**src/rtl/hack_rom_loader.sv**
```systemverilog
// hack_rom_loader: byte-stream programmer for the 1024x16 Hack instruction ROM.
// Parses frames of the form SYNC, LEN_HI, LEN_LO, LEN x {HI, LO}, CSUM
// (CSUM = XOR of all bytes after SYNC, excluding CSUM itself). Each received
// word is written to ROM one cycle after its LO byte. The CPU is held in reset
// until a whole frame with a good checksum has been received.
//
// Ports:
//   Clk, Reset                 rising-edge clock, synchronous active-high reset
//   in_data/in_valid/in_ready  byte stream; transfer when in_valid && in_ready
//   reload                     pulse; restarts the loader from DONE or ERROR
//   rom_we/rom_addr/rom_wdata  ROM write port (one strobe per word)
//   cpu_reset                  1 until a successful load
//   load_done/load_error       frame accepted / last frame rejected
//   words_loaded               words written in the current frame
`timescale 1ns/1ps

module hack_rom_loader #(
  parameter int unsigned ADDR_W = 10,
  parameter int unsigned WORD_W = 16,
  parameter logic [7:0]  SYNC   = 8'hA5
) (
  input  logic              Clk,
  input  logic              Reset,
  input  logic [7:0]        in_data,
  input  logic              in_valid,
  output logic              in_ready,
  input  logic              reload,
  output logic              rom_we,
  output logic [ADDR_W-1:0] rom_addr,
  output logic [WORD_W-1:0] rom_wdata,
  output logic              cpu_reset,
  output logic              load_done,
  output logic              load_error,
  output logic [ADDR_W:0]   words_loaded
);

  localparam int unsigned CNT_W   = ADDR_W + 1;
  localparam logic [15:0] MAX_LEN = 16'(2 ** ADDR_W);

  typedef enum logic [2:0] {
    S_IDLE, S_LEN_HI, S_LEN_LO, S_DATA_HI, S_DATA_LO, S_CSUM, S_DONE, S_ERROR
  } state_t;

  state_t              r_state, w_state_nxt;
  logic [7:0]          r_len_hi, w_len_hi_nxt;
  logic [CNT_W-1:0]    r_len, w_len_nxt;
  logic [7:0]          r_hi, w_hi_nxt;
  logic [7:0]          r_xor, w_xor_nxt;
  logic [CNT_W-1:0]    r_words, w_words_nxt;
  logic                r_we, w_we_nxt;
  logic [ADDR_W-1:0]   r_addr, w_addr_nxt;
  logic [WORD_W-1:0]   r_wdata, w_wdata_nxt;
  logic                r_err, w_err_nxt;
  logic                r_done;
  logic                r_cpu_reset;

  logic                w_rdy;
  logic                w_acc;
  logic [15:0]         w_len_full;
  logic [CNT_W-1:0]    w_words_inc;

  // Receive states accept bytes; ready is a pure state decode, gated off in reset.
  assign w_rdy = (r_state == S_IDLE)    || (r_state == S_LEN_HI)  ||
                 (r_state == S_LEN_LO)  || (r_state == S_DATA_HI) ||
                 (r_state == S_DATA_LO) || (r_state == S_CSUM);
  assign in_ready    = w_rdy & ~Reset;
  assign w_acc       = in_valid & in_ready;
  assign w_len_full  = {r_len_hi, in_data};
  assign w_words_inc = r_words + CNT_W'(1);

  // Next-state and next-register values.
  always_comb begin
    w_state_nxt  = r_state;
    w_len_hi_nxt = r_len_hi;
    w_len_nxt    = r_len;
    w_hi_nxt     = r_hi;
    w_xor_nxt    = r_xor;
    w_words_nxt  = r_words;
    w_we_nxt     = 1'b0;
    w_addr_nxt   = r_addr;
    w_wdata_nxt  = r_wdata;
    w_err_nxt    = r_err;

    case (r_state)
      S_IDLE: begin
        if (w_acc && (in_data == SYNC)) begin
          w_state_nxt = S_LEN_HI;
          w_err_nxt   = 1'b0;
          w_words_nxt = '0;
          w_xor_nxt   = '0;
        end
      end
      S_LEN_HI: begin
        if (w_acc) begin
          w_len_hi_nxt = in_data;
          w_xor_nxt    = r_xor ^ in_data;
          w_state_nxt  = S_LEN_LO;
        end
      end
      S_LEN_LO: begin
        if (w_acc) begin
          w_xor_nxt = r_xor ^ in_data;
          if ((w_len_full == 16'd0) || (w_len_full > MAX_LEN)) begin
            w_state_nxt = S_ERROR;
          end else begin
            w_len_nxt   = CNT_W'(w_len_full);
            w_state_nxt = S_DATA_HI;
          end
        end
      end
      S_DATA_HI: begin
        if (w_acc) begin
          w_hi_nxt    = in_data;
          w_xor_nxt   = r_xor ^ in_data;
          w_state_nxt = S_DATA_LO;
        end
      end
      S_DATA_LO: begin
        if (w_acc) begin
          w_xor_nxt   = r_xor ^ in_data;
          w_we_nxt    = 1'b1;
          w_addr_nxt  = r_words[ADDR_W-1:0];
          w_wdata_nxt = WORD_W'({r_hi, in_data});
          w_words_nxt = w_words_inc;
          w_state_nxt = (w_words_inc == r_len) ? S_CSUM : S_DATA_HI;
        end
      end
      S_CSUM: begin
        if (w_acc) begin
          w_state_nxt = (in_data == r_xor) ? S_DONE : S_ERROR;
        end
      end
      S_DONE: begin
        if (reload) begin
          w_state_nxt = S_IDLE;
        end
      end
      S_ERROR: begin
        // Leaves after one cycle whether or not reload is pulsed.
        w_state_nxt = S_IDLE;
      end
      default: begin
        w_state_nxt = S_IDLE;
      end
    endcase

    if (w_state_nxt == S_ERROR) begin
      w_err_nxt = 1'b1;
    end
  end

  // State and datapath registers; status flags follow the next state.
  always_ff @(posedge Clk) begin
    if (Reset) begin
      r_state     <= S_IDLE;
      r_len_hi    <= '0;
      r_len       <= '0;
      r_hi        <= '0;
      r_xor       <= '0;
      r_words     <= '0;
      r_we        <= 1'b0;
      r_addr      <= '0;
      r_wdata     <= '0;
      r_err       <= 1'b0;
      r_done      <= 1'b0;
      r_cpu_reset <= 1'b1;
    end else begin
      r_state     <= w_state_nxt;
      r_len_hi    <= w_len_hi_nxt;
      r_len       <= w_len_nxt;
      r_hi        <= w_hi_nxt;
      r_xor       <= w_xor_nxt;
      r_words     <= w_words_nxt;
      r_we        <= w_we_nxt;
      r_addr      <= w_addr_nxt;
      r_wdata     <= w_wdata_nxt;
      r_err       <= w_err_nxt;
      r_done      <= (w_state_nxt == S_DONE);
      r_cpu_reset <= (w_state_nxt != S_DONE);
    end
  end

  assign rom_we       = r_we;
  assign rom_addr     = r_addr;
  assign rom_wdata    = r_wdata;
  assign cpu_reset    = r_cpu_reset;
  assign load_done    = r_done;
  assign load_error   = r_err;
  assign words_loaded = r_words;

endmodule

```
**config.mk**
```make
export PLATFORM = sky130hd
export DESIGN_NAME = hack_rom_loader
export DESIGN_NICKNAME = d
export VERILOG_FILES = /design/src/rtl/hack_rom_loader.sv
export SDC_FILE = /design/constraint.sdc
export NUM_CORES = 1
export LEC_CHECK = 0
export ABC_AREA = 1
export CORE_MARGIN = 3
export CORE_UTILIZATION = 54
export CTS_CLUSTER_DIAMETER = 80
export DETAILED_ROUTE_END_ITERATION = 10
export GPL_ROUTABILITY_DRIVEN = 0
export PLACE_DENSITY = 0.8
export SYNTH_ARGS = -nofsm -noshare
export SYNTH_HDL_FRONTEND = slang
export SYNTH_SLANG_ARGS = --single-unit
```
**constraint.sdc**
```tcl
create_clock -name Clk -period 2.5 [get_ports Clk]
set_clock_uncertainty 0.2 [all_clocks]
set_input_delay 0.375 -clock Clk [delete_from_list [all_inputs] [get_ports Clk]]
set_output_delay 0.375 -clock Clk [all_outputs]
set_load 0.1 [all_outputs]
```
==> impl_results.md <==
* Final hold vios at 0
* Via count normalized by instance count at 5.44
* GRT overflow at 0
* Area of the core at between 0.006 and 0.007 mm^2
* Critical path capture point: cpu_reset
* Drt first-iter violations at 164
* Clk Latency, worst-skew pair at 350 ps
* Crit end category: flop
* Cell taking the most area after synthesis: sky130_fd_sc_hd__dfxtp_1
* Setup repair after global routing missed its margin: no
* Synthesized netlist cell count at about 470
* Number of buffers between clock root and the deepest sink at 2
* Die area at 0.00764 mm^2
* Net Count, Synth at 484
* Critical path's largest stage delay at 400 ps
* Post-Synthesis Cell Area at between 0.003 and 0.004 mm^2
* Crit-path max FO at 7
* Setup slack of the worst register-to-register path at approximately 260 ps
* Chain of cells forming the critical path: ha_1 -> nand3_4 -> nor2_4 -> nand2_1 -> nand2_1 -> nand2_1 -> nand2_1 -> nand2_1 -> nor2_1 -> nand3_1 -> nand2_1 -> nand2_1 -> nand2_1 -> nand3_2 -> inv_1 -> nand2_1
* Reg-to-Reg Start: words_loaded[0]
* Internal power at 1.81 mW
* Critical Path Start Type: flop
* Sequential Power Share at 54.1%
* Overall routing resource usage at 24.6%
* Clock Tree Root: sky130_fd_sc_hd__clkbuf_8
* Drt total wl at 8820 um
* Max_cap viols at 0
* Critical setup path kind: flop to flop
* Wire length on met3 at 489 um
* Largest net degree at the start of global routing at 43
* Pins Over Slew Limit at 0
* Leak Pwr at 1.93 nW
* Sum of negative setup slack at 0 ps
* Overall die width at 87.4 um
* Clock share of power at about two fifths
* Worst ir drop on vdd at 0.389 mV
* Total chip power at 2.33 mW
* Buf+Inv Stages, Crit Path at 1
* Post-CTS Setup Repair Bufs at 0
* Count of flip-flops with a built-in enable after synthesis at 0
* Required @ worst endpoint at 2540 ps
* Number of detailed-route iterations in the first pass at 4
* Clock buffers created by TritonCTS at 9
* Highest signal layer in the routed design: met4
* Compound-cell area share of the yosys netlist at 20.0%
* Psw at 0.516 mW
* Fraction of registers with async set or reset after synthesis at 0%
* Wire length of the first global-routing pass at roughly 15,000 um
* Endpoint of the lowest-slack register-to-register path: cpu_reset
* Transition time of the tightest slew-check pin at 376 ps
* Power per cell area at roughly 540 mW/mm^2
* Number of nets in the final layout at 546
* Number of cells on the critical path at 16
* Largest family of logic cells by synthesized area: simple AND/OR/NAND/NOR gates
* Met2 Wirelength at 4430 um
* Highest-delay cell along the critical path: sky130_fd_sc_hd__dfxtp_2
* Post-synthesis mux area share at 0%
* DR vias at 3,339
* TritonCTS clock tree: yes
* Beginning of the critical path: words_loaded[0]
* Wl on met1 at around 3700 um
* Count of different cell masters after synthesis at 33
* TritonCTS sink count at a little under 80
* Simple-gate share of the synthesized area at 23.9%
* Critical path's top delay family: simple AND/OR/NAND/NOR gates
* Top_reg_cell synth: sky130_fd_sc_hd__dfxtp_1
* CTS H-tree depth at 3
* Routed wire per std cell at 14.4 um
* Reg2reg path depth at 16
* Number of instances on the worst hold path at 2
* Clock transition time at the flip-flop clock pins of the worst setup and hold paths at about 90 ps
* Count of final setup violators at 0
* Synthesis-stage register bit count at roughly 80
* Area share of the largest cell type after synthesis at 44.2%
* Switching fraction of total power at 22.2%
* Syn avg cell area at 7.59 um^2
* # DRC at 0
* Xor-xnor portion of the synthesized cell area at 3.43%
* Arrival time at the worst endpoint at 2270 ps
* Yosys warnings at 0
* Share of power burned in combinational logic at 4.7%
* Run status: finished clean
* HPWL after detailed placement at 6180 um
* I/O pin cnt at 54
* Antenna violation net count after detailed routing at 0
* Worst path most repeated cell: sky130_fd_sc_hd__nand2_1
* Count of buffers from port buffering at 53
* Synth-to-layout area growth at 21.4%
* Post-route fraction of the period consumed by the critical path at 89.5%
* Seq/Total Area, Yosys at 44.2%
* Diodes inserted at 0
* Number of placement rows at 29
* Ratio of cells with drive above 1 in the final layout at 20.1%
* Synthesized-area fraction occupied by adder cells at 0.350%
* Starting Density at 56.0%
* Headroom to the max-slew limit at 74.9%
* Number of global-route vias before repair at 3,136
* Class of the tightest hold or removal check: flop to flop
* Dominant cells by area after synthesis: sky130_fd_sc_hd__dfxtp_1, sky130_fd_sc_hd__o21ai_0, sky130_fd_sc_hd__nor2_1, sky130_fd_sc_hd__nand2_1, sky130_fd_sc_hd__a21oi_1
* Max Clk Rate at 447 MHz
* Die Height at between 80 and 90 um
* Post-layout minimum cycle time at 2240 ps
* Initial antenna violation count at 0
-- registers in the layout (all words and copies together), names as in the netlist, 3 cells and up --
signal and count:
words_loaded 11, r_xor 8, rom_addr 10, r_len 11, rom_wdata 16, r_hi 8
r_state 3, r_len_hi 8
-- synthesized netlist by cell type (all sizes together) (6+ instances only) --
| cell | number |
|---|---|
| clkbuf | 7 |
| nor2 | 81 |
| buf | 12 |
| xnor2 | 6 |
| nand2 | 58 |
| o21ai | 62 |
| a21oi | 38 |
| nand3 | 36 |
| dfxtp | 79 |
| xor2 | 8 |
| a211oi | 12 |
| inv | 50 |
| nand4 | 6 |
-- per-layer routing --
layer / vias up / GRT usage, %
li1: 1685 / -
met1: 1541 / 29.4
met2: 99 / 42.5
met3: 14 / 4.92
met4: 0 / 10.7
met5: - / 0
-- tightest hold or removal path, cell delays in order, from the launching register on --
cell,delay (ps)
sky130_fd_sc_hd__dfxtp_1,330
sky130_fd_sc_hd__nor2_1,50
sky130_fd_sc_hd__nor2_1,80
-- cell type report --
cell class                      instances  area, um^2
Fill cell                             536        2040
Multi-Input combinational cell        323        1710
Sequential cell                        79        1590
Timing Repair Buffer                   70         566
Inverter                               50         188
Clock buffer                           12         155
Tap cell                               77        96.3
Clock inverter                          3        42.5
-- worst min-delay path by stage --
stage,startpoint,to,slack [ps]
finish,r_hi[0],rom_wdata[8],290
global route,r_len_hi[6],r_len_hi[6],310
CTS,r_len_hi[1],r_len_hi[1],290
detailed placement,r_hi[5],rom_wdata[13],270
global placement,r_len_hi[6],r_len_hi[6],260
floorplan,r_len[10],r_len[10],240
-- cell usage in the layout, fill, tap and decap left out, types with 3 or more instances in the layout --
| cell | n |
|---|---|
| sky130_fd_sc_hd__nand3_1 | 32 |
| sky130_fd_sc_hd__nand3_2 | 3 |
| sky130_fd_sc_hd__buf_4 | 58 |
| sky130_fd_sc_hd__nand4_1 | 6 |
| sky130_fd_sc_hd__a211oi_2 | 10 |
| sky130_fd_sc_hd__dfxtp_2 | 6 |
| sky130_fd_sc_hd__clkdlybuf4s50_1 | 11 |
| sky130_fd_sc_hd__xor2_1 | 8 |
| sky130_fd_sc_hd__o21ai_0 | 60 |
| sky130_fd_sc_hd__nor2_1 | 77 |
| sky130_fd_sc_hd__clkbuf_8 | 11 |
| sky130_fd_sc_hd__nand2_1 | 56 |
| sky130_fd_sc_hd__xnor2_1 | 6 |
| sky130_fd_sc_hd__dfxtp_1 | 73 |
| sky130_fd_sc_hd__inv_1 | 44 |
| sky130_fd_sc_hd__nor2_4 | 4 |
| sky130_fd_sc_hd__o211a_1 | 5 |
| sky130_fd_sc_hd__nor3_1 | 4 |
| sky130_fd_sc_hd__inv_2 | 6 |
| sky130_fd_sc_hd__a21oi_1 | 38 |
-- stage by stage --
stage | cells | utilization, % | hold slack [ps] | setup slack, ps | cell area (um^2)
6_report | 614 | 68.0 | 291 | 262 | 4340
5_1_grt | 614 | 68.0 | 309 | 33.3 | 4340
2_1_floorplan | 471 | - | 245 | 51.0 | 3580
4_1_cts | 614 | 68.0 | 288 | 191 | 4340
3_5_place_dp | 599 | 64.9 | 270 | 24.3 | 4140
3_3_place_gp | 599 | 64.9 | 262 | 87.1 | 4140
-- power by group through the flow --
stage	logic [mW]	registers [mW]	clock network (mW)
after global routing	0.118	1.26	1.02
final	0.110	1.26	0.958
after global placement	0.107	1.29	0
after detailed placement	0.108	1.29	0
after CTS	0.108	1.26	0.966
after floorplan	0.0514	1.29	0
-- cells by family after synthesis --
kind of cell,Yosys count
simple gates,188
compound gates,120
flops,79
buf+inv,69
xor+xnor,14
fa+ha+maj,1
-- repair_timing --
action	4_1_cts	5_1_grt
endpoints found under the setup margin	0	1
hold buffers	0	0
endpoints found under the hold margin	0	0
resized for setup	0	1
No activity file was read; power rests on OpenSTA's default activity.
